==> src/rtl/alu_cmd_sequencer.sv <==
// ---------------------------------------------------------------------------
// alu_cmd_sequencer
//
// Purpose:
//   Initiator side of a combinational ALU operand/result interface. Takes one
//   command at a time over a valid/ready handshake, drives the operands and
//   opcode onto the ALU from registers, waits SETTLE_CYC clock edges for the
//   ALU to settle, then captures result and flags into a tagged response that
//   is held under valid/ready until the consumer takes it.
//
//   FSM: IDLE -> SETTLE -> RESP -> IDLE.
//   The handshake edge in RESP returns to IDLE; cmd_ready rises the cycle
//   after, so there is no same-cycle response/command turnaround.
//
// Configuration macro:
//   ALU_SEQ_STATS_EN  defined   : saturating overflow/carry response counters
//                     undefined : no counter registers, counts tied to 0
//
// Parameters:
//   DATA_W      operand/result width (must match the ALU)
//   OP_W        opcode width (opcodes are not decoded here)
//   TAG_W       command tag width, echoed on the response
//   SETTLE_CYC  edges between driving the ALU and sampling it (1..15)
//   CNT_W       statistics counter width
//
// Ports:
//   clk, rst_n                 clock, synchronous active-low reset
//   cmd_valid/cmd_ready        command handshake
//   cmd_a/cmd_b/cmd_op/cmd_tag command payload
//   alu_a/alu_b/alu_op         registered ALU operands/opcode
//   alu_result/carry/overflow/zero  ALU outputs
//   rsp_valid/rsp_ready        response handshake
//   rsp_result/carry/overflow/zero/tag  captured response
//   busy                       high whenever not IDLE
//   ovf_count/carry_count      saturating flag counters (stats build only)
// ---------------------------------------------------------------------------
module alu_cmd_sequencer #(
    parameter int DATA_W     = 16,
    parameter int OP_W       = 4,
    parameter int TAG_W      = 4,
    parameter int SETTLE_CYC = 1,
    parameter int CNT_W      = 8
) (
    input  logic              clk,
    input  logic              rst_n,
    input  logic              cmd_valid,
    output logic              cmd_ready,
    input  logic [DATA_W-1:0] cmd_a,
    input  logic [DATA_W-1:0] cmd_b,
    input  logic [OP_W-1:0]   cmd_op,
    input  logic [TAG_W-1:0]  cmd_tag,
    output logic [DATA_W-1:0] alu_a,
    output logic [DATA_W-1:0] alu_b,
    output logic [OP_W-1:0]   alu_op,
    input  logic [DATA_W-1:0] alu_result,
    input  logic              alu_carry,
    input  logic              alu_overflow,
    input  logic              alu_zero,
    output logic              rsp_valid,
    input  logic              rsp_ready,
    output logic [DATA_W-1:0] rsp_result,
    output logic              rsp_carry,
    output logic              rsp_overflow,
    output logic              rsp_zero,
    output logic [TAG_W-1:0]  rsp_tag,
    output logic              busy,
    output logic [CNT_W-1:0]  ovf_count,
    output logic [CNT_W-1:0]  carry_count
);

    // Settle counter is sized for the full legal SETTLE_CYC range (1..15).
    localparam int SC_W = 4;

    typedef enum logic [1:0] {
        S_IDLE   = 2'd0,
        S_SETTLE = 2'd1,
        S_RESP   = 2'd2
    } state_t;

    state_t            r_state;
    state_t            w_state_next;
    logic [SC_W-1:0]   r_settle_cnt;
    logic [TAG_W-1:0]  r_tag;
    logic [DATA_W-1:0] r_alu_a;
    logic [DATA_W-1:0] r_alu_b;
    logic [OP_W-1:0]   r_alu_op;
    logic [DATA_W-1:0] r_rsp_result;
    logic              r_rsp_carry;
    logic              r_rsp_overflow;
    logic              r_rsp_zero;
    logic [TAG_W-1:0]  r_rsp_tag;

    logic w_accept;
    logic w_capture;

    // ---------------------------------------------------------------------
    // State register
    // ---------------------------------------------------------------------
    always_ff @(posedge clk) begin
        if (!rst_n) begin
            r_state <= S_IDLE;
        end else begin
            r_state <= w_state_next;
        end
    end

    // ---------------------------------------------------------------------
    // Next-state and handshake outputs
    // ---------------------------------------------------------------------
    always_comb begin
        w_state_next = r_state;
        w_accept     = 1'b0;
        w_capture    = 1'b0;
        cmd_ready    = 1'b0;
        rsp_valid    = 1'b0;
        busy         = 1'b1;
        case (r_state)
            S_IDLE: begin
                cmd_ready = 1'b1;
                busy      = 1'b0;
                if (cmd_valid) begin
                    w_accept     = 1'b1;
                    w_state_next = S_SETTLE;
                end
            end
            S_SETTLE: begin
                if (r_settle_cnt == '0) begin
                    w_capture    = 1'b1;
                    w_state_next = S_RESP;
                end
            end
            S_RESP: begin
                rsp_valid = 1'b1;
                if (rsp_ready) begin
                    w_state_next = S_IDLE;
                end
            end
            default: begin
                w_state_next = S_IDLE;
            end
        endcase
    end

    // ---------------------------------------------------------------------
    // Command latch, settle timer and response capture
    // ---------------------------------------------------------------------
    always_ff @(posedge clk) begin
        if (!rst_n) begin
            r_settle_cnt   <= '0;
            r_tag          <= '0;
            r_alu_a        <= '0;
            r_alu_b        <= '0;
            r_alu_op       <= '0;
            r_rsp_result   <= '0;
            r_rsp_carry    <= 1'b0;
            r_rsp_overflow <= 1'b0;
            r_rsp_zero     <= 1'b0;
            r_rsp_tag      <= '0;
        end else begin
            if (w_accept) begin
                r_alu_a      <= cmd_a;
                r_alu_b      <= cmd_b;
                r_alu_op     <= cmd_op;
                r_tag        <= cmd_tag;
                r_settle_cnt <= SC_W'(SETTLE_CYC - 1);
            end else if (r_state == S_SETTLE && r_settle_cnt != '0) begin
                r_settle_cnt <= r_settle_cnt - SC_W'(1);
            end

            // Response registers only load on the capture edge, so they are
            // inherently stable for the whole RESP state.
            if (w_capture) begin
                r_rsp_result   <= alu_result;
                r_rsp_carry    <= alu_carry;
                r_rsp_overflow <= alu_overflow;
                r_rsp_zero     <= alu_zero;
                r_rsp_tag      <= r_tag;
            end
        end
    end

    assign alu_a        = r_alu_a;
    assign alu_b        = r_alu_b;
    assign alu_op       = r_alu_op;
    assign rsp_result   = r_rsp_result;
    assign rsp_carry    = r_rsp_carry;
    assign rsp_overflow = r_rsp_overflow;
    assign rsp_zero     = r_rsp_zero;
    assign rsp_tag      = r_rsp_tag;

    // ---------------------------------------------------------------------
    // Optional statistics
    // ---------------------------------------------------------------------
`ifdef ALU_SEQ_STATS_EN
    logic [CNT_W-1:0] r_ovf_count;
    logic [CNT_W-1:0] r_carry_count;

    // Counters stop at all-ones rather than wrapping.
    always_ff @(posedge clk) begin
        if (!rst_n) begin
            r_ovf_count   <= '0;
            r_carry_count <= '0;
        end else if (w_capture) begin
            if (alu_overflow && r_ovf_count != '1) begin
                r_ovf_count <= r_ovf_count + CNT_W'(1);
            end
            if (alu_carry && r_carry_count != '1) begin
                r_carry_count <= r_carry_count + CNT_W'(1);
            end
        end
    end

    assign ovf_count   = r_ovf_count;
    assign carry_count = r_carry_count;
`else
    assign ovf_count   = '0;
    assign carry_count = '0;
`endif

endmodule

==> config.mk <==
export PLATFORM = sky130hd
export DESIGN_NAME = alu_cmd_sequencer
export DESIGN_NICKNAME = d
export VERILOG_FILES = /design/src/rtl/alu_cmd_sequencer.sv
export SDC_FILE = /design/constraint.sdc
export NUM_CORES = 1
export LEC_CHECK = 0
export CAP_MARGIN = 25
export CORE_MARGIN = 10
export CORE_UTILIZATION = 43
export CTS_BUF_LIST = sky130_fd_sc_hd__clkbuf_16
export DETAILED_ROUTE_END_ITERATION = 8
export PLACE_DENSITY = 0.9
export SLEW_MARGIN = 20
export SYNTH_ARGS = -nofsm -noshare
export SYNTH_HDL_FRONTEND = slang
export SYNTH_SLANG_ARGS = --single-unit
==> constraint.sdc <==
create_clock -name clk -period 3.8 [get_ports clk]
set_input_delay 0.76 -clock clk [delete_from_list [all_inputs] [get_ports clk]]
set_output_delay 0.76 -clock clk [all_outputs]
set_load 0.02 [all_outputs]
### After elaboration in Yosys (flattened, before gate mapping)

Cells that the tools add are included.
W data, S select, Z words.

| cells by class | value |
|---|---|
| equal/unequal tests | 5 |
| reductions and logical operators | 6 |
| add/subtract/negate cells | 1 |
| muxes and demuxes | 11 |
| bitwise operators | 1 |

Operators by type and width:

| kind | count |
|---|---|
| $mux W1 | 7 |
| $mux W2 | 3 |
| $ne A2 B2 Y1 const B | 3 |
| $pmux W2 S3 | 1 |
| $logic_not A4 Y1 | 1 |
| $reduce_bool A4 Y1 | 1 |
| $sub A4 B1 Y4 const B | 1 |
| $reduce_and A3 Y1 | 1 |
| $eq A2 B1 Y1 const B | 1 |
| $eq A2 B2 Y1 const B | 1 |
| $logic_not A2 Y1 | 1 |
| $reduce_or A2 Y1 | 1 |
| $logic_and A1 B1 Y1 | 1 |
| $not A1 Y1 | 1 |

| word-level totals | value |
|---|---|
| word-level logic and storage cells | 35 |
| flip-flop bits (word level) | 69 |

### Logic depth before layout (Yosys ltp)

| logic depth | value |
|---|---|
| word-level depth | 3 |
| mapped depth | 7 |

### Least setup slack after synthesis

OpenSTA, ideal clock, no wires.

| timing path | value |
|---|---|
| path kind | input port to flip-flop |
| from | input cmd_valid |
| to | register r_alu_a[0], in the netlist alu_a[0] |
| arrival time | 1.588 ns |
| buffers on the path | 2 |
| data required time | 3.678 ns |
| slack | 2.090 ns |
| stages on the path | 5 |
| path through | or3b_2 clkbuf_1 buf_2 nand2_1 a21boi_0 |

| on the way | value |
|---|---|
| longest elaborated chain between the ends | 2 |

Ends and longest elaborated chain:

| item | RTL line | RTL |
|---|---|---|
| start, declared | 46 | `input logic cmd_valid,` |
| $mux W1 | 121 | `if (cmd_valid) begin` |
| $mux W1 | 117 | `case (r_state)` |
| end signal, assigned | 161 | `r_alu_a <= cmd_a;` |
| end, declared | 84 | `logic [DATA_W-1:0] r_alu_a;` |

Every way passes these cells.
A chain may end at the register's enable or synchronous reset.

### Final worst setup path

| timing path | value |
|---|---|
| from | register r_state[1] |
| to | output cmd_ready |

| on the way | value |
|---|---|
| longest elaborated chain between the ends | 2 |

Ends and longest elaborated chain:

| item | RTL line | RTL |
|---|---|---|
| start, declared | 80 | `state_t r_state;` |
| start signal, assigned | 103 | `r_state <= w_state_next;` |
| $logic_not A2 Y1 | 117 |  |
| $mux W1 | 117 |  |
| end, declared | 47 | `output logic cmd_ready,` |

Every way passes these cells.

==> flow_summary.yaml <==
run_status:
  outcome: "complete, no violations"
power:
  p_leak_nw: 1.61
  power_mw: 1.96
  ir_drop_mv: 0.317
  p_per_area_mw_per_mm2: 454
worst_setup_path:
  start_kind: "flop"
  r2r_start: "r_state[0]"
  r2r_end: "r_settle_cnt[3]"
  cp-end-kind: "output pin"
  critical_path.slowest_cell: "clkdlybuf4s50_1"
  worst_ep_required_time_ns: 3.04
  critPathBufInv: 2
  crit_chain: "or2_2 > inv_1 > clkdlybuf4s50_1"
  arrival_ns: 1.65
  critPathTopFamily: "buffers and inverters"
  crit_type: "reg2out"
  rrSetupSlack_ns: 1.89
  critPathMaxStageDelay_ns: 0.59
  r2r_cells: 3
  path_max_fanout: 6
logic_synthesis:
  syn_avg_cell_area_um2: 8.54
  syn_area_mm2: 0.00284
  synth_top_area_share_pct: 48.6
  synth_commonest_cells: "nand2_1 (81), dfxtp_1 (69), a21boi_0 (52), o21ai_0 (26), nand3_1 (24)"
  yosysSeqAreaShare_pct: 48.6
  netlist-cell-type-count: 30
  synthTopCellsByArea: "dfxtp_1 (49%), a21boi_0 (14%), nand2_1 (11%)"
  synth_edf_count: 0
  ys_ff_latch: 69
  async_reset_ff_share_pct: 0
  yosys_warnings: 0
  synth_flop_cell: "dfxtp_1"
  yosysTopAreaCell: "dfxtp_1"
  netlist_instances: 333
  synth.most_common_cell: "nand2_1"
min_path:
  hold_path_startpoint: "alu_a[11]"
  whs_path_depth: 2
  hold_end: "alu_a[11]"
  min_path_type: "reg2reg"
cts:
  cts_hold_buf: 0
  cts_tree: "done"
  clock_path_buffers: 2
  cts_buffers: 9
  clock_latency_ns: 0.32
  cts_setup_buffers: 0
  path_clk_slew_ns: 0.05
  clock-sinks: 69
  ctsHtreeMaxLevel: 3
  cts_root_buffer: "clkbuf_16"
  post_cts_resized: 0
die:
  die_y_um: 101
  die_area_mm2: 0.0103
  floorplan.initialDensity_pct: 44.5
  coreArea_mm2: 0.00639
  rows: 29
  io_pins: 141
  die_x_um: 101
timing:
  drv_slew: 0
  grt_setup_unrepaired: "no"
  post-route-min-period_ns: 2.41
  fin_skew_ns: 0.00305
  tightest_slew_ns: 0.972
  setup_slack_ns: 1.39
  finalSetupTns_ns: 0
  finalHoldViolCount: 0
  final-setup-viol-count: 0
  period_share_pct: 63.5
  slew-limit-headroom_pct: 35.2
  max_freq_ghz: 0.414
placement:
  placed_area_mm2: 0.00400
  portBuffers: 124
  routabilityCongestion: 0.769
  dp_hpwl_um: 5920
  pre_cts_slack_ns: 1.26
global_routing:
  track_usage_pct: 15.5
  grt_pass1_vias: 2620
  grt_pass1_wl_um: 12900
  grt_max_degree: 67
  antenna_found_initial: 0
  overflow: 0
routing:
  wl_per_cell_um: 15.8
  drcViolationCount: 0
  viasPerCell: 4.96
  first_pass_iters: 4
  final_antenna_net_count: 0
  wirelength_um: 8250
  drt-initial-drc-count: 114
  num_vias: 2600
layout:
  fin_area_mm2: 0.00433
  finalNetCount: 506
  area_growth_syn_to_layout_pct: 52.1
  nFillCells: 510
  drive_above_1_share_pct: 4.92
  antenna_cells: 0
flow_run:
  cap_violations: 0
cell type report:
cell class	instances	area, um2	share of cell area [%]
flip-flops and latches	69	1380	31.9
clock inverters	7	81.3	1.88
clock buffers	9	225	5.21
repair buffers	126	1260	29.1
multi-input cells	231	1260	29.2
well taps	77	96.3	2.23
inverters	5	18.8	0.434
tightest hold or removal path, stage by stage (launching register included):
cell,delay [ns]
dfxtp_1,0.31
nand2_1,0.05
a21boi_1,0.05
metrics by stage:
step,cells,util (%),hold slack [ns]
final,524,67.7,0.452
after global routing,524,67.7,0.469
after CTS,523,67.5,0.455
after detailed placement,507,62.7,0.447
after global placement,507,62.7,0.442
after floorplan,348,-,0.435
cell families (layout without fill, tap and decap cells):
family | after synthesis | in the layout | synth area share [%]
AOI/OAI and AO/OA | 96 | 96 | 22.8
and+or+nand+nor | 118 | 118 | 18.8
buffers and inverters | 48 | 147 | 9.19
DFF | 69 | 69 | 48.6
other | 1 | 16 | 0.132
adders and majority gates | 1 | 1 | 0.440
worst max-delay path by stage:
stage	from	endpoint	slack [ns]	cells past startpoint
floorplan	cmd_valid	alu_a[0]	2.09	5
global placement	cmd_valid	r_settle_cnt[1]	1.28	4
detailed placement	cmd_valid	r_settle_cnt[1]	1.26	4
CTS	r_state[1]	cmd_ready	1.37	3
global route	r_state[1]	cmd_ready	1.34	3
finish	r_state[1]	cmd_ready	1.39	3
report_power, final:
part	switching (mW)	total (mW)	internal [mW]
logic	0.160	0.317	0.157
clock network	0.295	0.860	0.565
registers	0.0214	0.787	0.766
flip-flops by register name (all words and copies together) (netlist names):
name,flops
rsp_zero,1
rsp_overflow,1
r_tag,4
r_state,2
rsp_carry,1
alu_a,16
rsp_result,16
r_settle_cnt,4
alu_b,16
rsp_tag,4
alu_op,4
cell usage in the layout, fill, tap and decap left out, types with 2 or more instances in the layout:
cell type / netlist / layout
nand2_1: 81 / 81
conb_1: 1 / 16
nand3_1: 24 / 24
and2b_1: 2 / 2
clkinv_2: 0 / 2
a21oi_1: 3 / 3
bufinv_16: 0 / 2
nor3b_4: 1 / 2
clkbuf_16: 0 / 9
o21ai_0: 26 / 26
clkdlybuf4s50_1: 0 / 123
a21boi_1: 11 / 11
clkinv_1: 0 / 2
inv_1: 5 / 6
dfxtp_1: 69 / 69
a21boi_0: 52 / 52
layer usage:
metal | vias up | track usage (%) | wire (um)
met2 | 84 | 26.3 | 4140
met5 | - | 0 | 0
met3 | 8 | 8.44 | 968
met1 | 1211 | 15.7 | 3040
met4 | 0 | 5.79 | 106
li1 | 1297 | - | -
(Power assumes the default switching activity.)
